<file path="src/rtl/xbar_out_sched.sv">
// Per-output-port crossbar scheduler: round-robin with packet locking,
// credit flow control and mux-aligned sideband. Option: XBAR_OUT_SCHED_TIMEOUT_EN.
module xbar_out_sched #(
   parameter int CREDITS = 4,
   parameter int MUX_LAT = 3
) (
   input  logic        clk,
   input  logic        rst_n,
   input  logic [21:0] i_req,
   input  logic [21:0] i_req_eop,
   input  logic        i_credit,
   output logic [21:0] o_grant,
   output logic [4:0]  o_sel,
   output logic        o_valid,
   output logic        o_eop,
   output logic [3:0]  o_credits
`ifdef XBAR_OUT_SCHED_TIMEOUT_EN
   ,
   output logic        o_timeout
`endif
);

   typedef enum logic {IDLE, LOCKED} state_t;

   localparam logic [3:0] CRED_MAX = 4'(CREDITS);

   state_t             state;
   state_t             state_nxt;
   logic [4:0]         rr_ptr;
   logic [4:0]         lock_idx;
   logic [4:0]         sel_q;
   logic [4:0]         win;
   logic [4:0]         idx;
   logic [5:0]         scan;
   logic               found;
   logic               grant;
   logic               gnt_eop;
   logic               can_send;
   logic [3:0]         credits;
   logic [MUX_LAT-1:0] v_pipe;
   logic [MUX_LAT-1:0] e_pipe;

`ifdef XBAR_OUT_SCHED_TIMEOUT_EN
   logic [7:0]         idle_cnt;
   logic               timeout;
`endif

   assign can_send  = (credits != 4'd0);
   assign gnt_eop   = grant & i_req_eop[idx];
   assign o_grant   = grant ? (22'd1 << idx) : 22'd0;
   assign o_sel     = idx;
   assign o_valid   = v_pipe[MUX_LAT-1];
   assign o_eop     = e_pipe[MUX_LAT-1];
   assign o_credits = credits;

   // first requester strictly after rr_ptr, wrapping 21 -> 0
   always_comb begin
      found = 1'b0;
      win   = 5'd0;
      scan  = 6'd0;
      for (int i = 1; i <= 22; i++) begin
         scan = {1'b0, rr_ptr} + 6'(i);
         if (scan >= 6'd22) scan = scan - 6'd22;
         if (!found && i_req[scan[4:0]]) begin
            found = 1'b1;
            win   = scan[4:0];
         end
      end
   end

   // next state, grant and select; sel holds its last value when idle
   always_comb begin
      state_nxt = state;
      grant     = 1'b0;
      idx       = sel_q;
`ifdef XBAR_OUT_SCHED_TIMEOUT_EN
      timeout   = 1'b0;
`endif
      unique case (state)
         IDLE: begin
            if (can_send && found) begin
               grant = 1'b1;
               idx   = win;
               if (!i_req_eop[win]) state_nxt = LOCKED;
            end
         end
         LOCKED: begin
            idx = lock_idx;
            if (can_send && i_req[lock_idx]) begin
               grant = 1'b1;
               if (i_req_eop[lock_idx]) state_nxt = IDLE;
            end
`ifdef XBAR_OUT_SCHED_TIMEOUT_EN
            else if (idle_cnt == 8'hFF) begin
               timeout   = 1'b1;
               state_nxt = IDLE;
            end
`endif
         end
      endcase
   end

   // state, pointers, credit counter and sideband delay line
   always_ff @(posedge clk) begin
      if (!rst_n) begin
         state    <= IDLE;
         rr_ptr   <= 5'd21;
         lock_idx <= 5'd0;
         sel_q    <= 5'd0;
         credits  <= CRED_MAX;
         v_pipe   <= '0;
         e_pipe   <= '0;
      end else begin
         state <= state_nxt;
         if (grant) begin
            rr_ptr   <= idx;
            lock_idx <= idx;
            sel_q    <= idx;
         end
`ifdef XBAR_OUT_SCHED_TIMEOUT_EN
         if (timeout) rr_ptr <= lock_idx;
`endif
         if (grant && !i_credit)
            credits <= credits - 4'd1;
         else if (!grant && i_credit && credits != CRED_MAX)
            credits <= credits + 4'd1;
         v_pipe[0] <= grant;
         e_pipe[0] <= gnt_eop;
         for (int i = 1; i < MUX_LAT; i++) begin
            v_pipe[i] <= v_pipe[i-1];
            e_pipe[i] <= e_pipe[i-1];
         end
      end
   end

`ifdef XBAR_OUT_SCHED_TIMEOUT_EN
   assign o_timeout = timeout;

   // cycles spent locked without a grant
   always_ff @(posedge clk) begin
      if (!rst_n)
         idle_cnt <= 8'd0;
      else if (state != LOCKED || grant || timeout)
         idle_cnt <= 8'd0;
      else
         idle_cnt <= idle_cnt + 8'd1;
   end
`endif

endmodule

</file>
<file path="config.mk">
export PLATFORM = sky130hd
export DESIGN_NAME = xbar_out_sched
export DESIGN_NICKNAME = d
export VERILOG_FILES = /design/src/rtl/xbar_out_sched.sv
export SDC_FILE = /design/constraint.sdc
export NUM_CORES = 1
export LEC_CHECK = 0
export ABC_AREA = 1
export CAP_MARGIN = 20
export CORE_AREA = 2 2 109 164
export CTS_BUF_LIST = sky130_fd_sc_hd__clkbuf_4
export CTS_CLUSTER_DIAMETER = 80
export DETAILED_ROUTE_END_ITERATION = 12
export DIE_AREA = 0 0 111 166
export GPL_TIMING_DRIVEN = 0
export PLACE_DENSITY = 0.73
export SLEW_MARGIN = 20
export SYNTH_ARGS = -nofsm -noshare
export SYNTH_HDL_FRONTEND = slang
export SYNTH_SLANG_ARGS = --single-unit
</file>
<file path="constraint.sdc">
create_clock -name clk -period 6.4 [get_ports clk]
set_input_delay 1.28 -clock clk [delete_from_list [all_inputs] [get_ports clk]]
set_output_delay 1.28 -clock clk [all_outputs]
set_load 0.05 [all_outputs]
</file>
==> summary.md <==
| Metric | Value |
|---|---|
| Critical Path Stages | `25` |
| Final Max Slew Viols | `4` |
| Tcrit/Tclk final | `1.090` |
| Synth area leader | `nand2_1` |
| HP Start | `e_pipe[0]` |
| Total track usage | `0.4455` |
| Clk_lat worst skew | `330 ps` |
| Critical Path Max Stage Delay | `1160 ps` |
| Hold path depth | `2` |
| Site Rows | `just under 60` |
| Final WS setup | `-577.2 ps` |
| Initial Util | `0.4922` |
| Failing checks | `max-capacitance violations, max-slew violations, negative setup slack` |
| # nets final | `1975` |
| Slowest CP cell | `o21ai_0` |
| Dpl cells | `1934` |
| Total iterations of the first detailed-routing run | `9` |
| Mapped cell area | `8393 sq um` |
| Worst hold margin | `424.3 ps` |
| Kind of critical path | `reg2out` |
| Port Buffers | `79` |
| First-pass GRT wire length | `65060 microns` |
| Antenna violations before repair | `0` |
| Setup TNS Final | `-13580 ps` |
| RSZ-0062 raised after global routing | `yes` |
| Area grow syn2layout | `52.79%` |
| Net Count, Synth | `1719` |
| Crit. End Element | `primary output` |
| Yosys warns | `0` |
| Final hold viol count | `0` |
| Startpoint Class | `register` |
| Ys async rst share | `0` |
| Htree depth | `1` |
| Final WL | `around 46000 microns` |
| R2R cell count | `27` |
| Gr ovfl total | `0` |
| Post-DP HPWL | `31960 microns` |
| Hold WC Path Type | `reg2reg` |
| CTS Buf Count | `3` |
| Post-Layout Cell Count | `2110` |
| Number of synthesized flops with an enable pin | `0` |
| Post-DR vias/cell | `about 6.3` |
| Iter 0 DRT Violations | `1395` |
| Max-Cap Viols | `1` |
| Worst Path Buf+Inv | `6` |
| Chip width | `111 microns` |
| Yosys reg bits | `19` |
| Top delay family on crit path | `simple AND/OR/NAND/NOR gates` |
| Die ar. | `around 18000 sq um` |
| Register area share after synthesis | `0.04532` |
| WL/cell | `21.79 microns` |
| Final setup fails | `27` |
| Reg2Reg Launch Point | `rr_ptr[2]` |
| Most used cell along the critical path | `nand2_1` |
| Mean area per synthesized cell | `5.111 sq um` |
| Core ar. | `roughly 17000 sq um` |
| Drt drc | `0` |
| CP required | `approximately 5100 ps` |
| Root Driver | `clkbuf_4` |
| Worst path arrival time | `roughly 5700 ps` |
| Slew of the pin with the lowest slew margin | `1513 ps` |
| Number of fill cells | `around 1400` |
| Share of cells above drive strength 1 | `0.3142` |
| RePlAce Congestion | `1.051` |
| Post-synthesis cell type count | `between 50 and 60` |
| Post-CTS Hold Fix Bufs | `0` |
| Synth Flop Type | `dfxtp_1` |
| Syn Inst Count | `1642` |
| Routed Antenna Nets | `0` |
| Clock Skew | `~19 ps` |
| Vias in the first global route | `~12000` |
| Fin util | `0.7520` |
| Final min period | `between 6000 and 7000 ps` |
| ANT cells | `0` |
| Leading cell type in the layout, fill and taps excluded | `nand2_1` |
| Via count | `13300` |
| Top Ports | `80` |
| Synth top area cells | `nand2_1 22%, nand3_1 10%, inv_1 10%` |
| Synth top area share | `0.2245` |
| Die Span Y | `approximately 170 microns` |
| CTS tree | `done` |
| Largest net degree at the start of global routing | `17` |
| Worst Setup SP | `rr_ptr[2]` |
| Number of clock sinks | `19` |
| Max FO, Critical Path | `14` |
| Slew headroom | `-0.01917` |
| Clk slew on worst S/H paths | `approximately 140 ps` |
| Status | `complete, but fails checks` |
| Bufs on Longest Clock Path | `2` |
| Most frequent cells in the layout | `415 x nand2_1, 175 x inv_1, 158 x buf_4` |
| Highest Clock Rate | `0.1433 GHz` |
metrics by stage:
stage          cell area (sq um)  setup WS, ps
5_1_grt                    12820        -633.7
3_3_place_gp                9657         -1993
2_1_floorplan               8600         7.250
6_report                   12820        -577.2
4_1_cts                    11400        -244.0
3_5_place_dp                9657         -2031
synth_stat cells, types with 4 or more instances:
master,count
nand4_1,25
o221ai_1,5
clkbuf_1,11
nand3_1,169
xnor2_1,11
nor2_2,4
o22ai_1,5
buf_6,4
dfxtp_1,19
inv_2,13
nand2_1,502
nor2_4,6
a21oi_1,90
o21ai_1,44
o21ai_0,163
inv_1,225
o2111ai_1,7
nand3_2,8
a21oi_2,5
xor2_1,22
buf_4,7
buf_2,11
nand2_2,33
ha_1,30
buf_1,5
o211ai_1,36
nand3b_1,16
nor2_1,112
o21a_1,5
final timing paths:
kind	end	slack, ps
worst min register to register	e_pipe[1]	420
worst max-delay path	o_grant[3]	-580
worst min-delay path	e_pipe[1]	420
worst max register to register	o_credits[2]	300
cells by family (layout without fill, tap and decap cells):
family	count (synthesis)	count (layout)	share of synthesized area
buffers and inverters	279	533	0.1337
adders and majority gates	30	30	0.04472
xor gates and xnor gates	34	34	0.03637
and+or+nand+nor	893	894	0.4769
DFF	19	19	0.04532
muxes	1	1	0.001193
AOI/OAI and AO/OA	386	386	0.2618
final cells by class:
cell class,instances,area [sq um],share of cell area
clock inverters,1,7.507,0.0005854
well taps,213,266.5,0.02078
plain buffers,37,299.0,0.02332
repair buffers,251,2295,0.1789
inverters,241,999.7,0.07796
clock buffers,3,22.52,0.001756
multi-input cells,1345,8537,0.6657
flip-flops and latches,19,396.6,0.03093
repair_timing:
item                                    CTS  global route
buffers inserted                         85            87
cloned                                    2             1
pin swaps                                77           100
endpoints found under the setup margin   30            27
hold endpoints to repair                  0             0
resized for setup                       460           220
layer usage:
| metal | wire length [microns] | vias to the layer above | GRT usage | share of wire |
|---|---|---|---|---|
| met5 | 0 | - | 0 | 0 |
| met4 | 6280 | 0 | 0.4636 | 0.14 |
| met3 | 4552 | 419 | 0.07774 | 0.099 |
| met2 | 20940 | 1037 | 0.7535 | 0.46 |
| met1 | 14210 | 5889 | 0.4424 | 0.31 |
| li1 | - | 5951 | - | - |
registers in the layout (all words and copies together), names as in the netlist:
| signal | count |
|---|---|
| state | 1 |
| e_pipe | 3 |
| rr_ptr | 5 |
| sel_q | 3 |
| o_credits | 4 |
| v_pipe | 3 |
worst min-delay path, delay by kind of cell (launching register included):
| kind | cells | cell delay, ps |
|---|---|---|
| buffers and inverters | 1 | 30 |
| DFF | 1 | 320 |
| and+or+nand+nor | 1 | 50 |
Power is not shown: default switching activity piles up to over one toggle a cycle in this logic, so the estimate is an artifact.
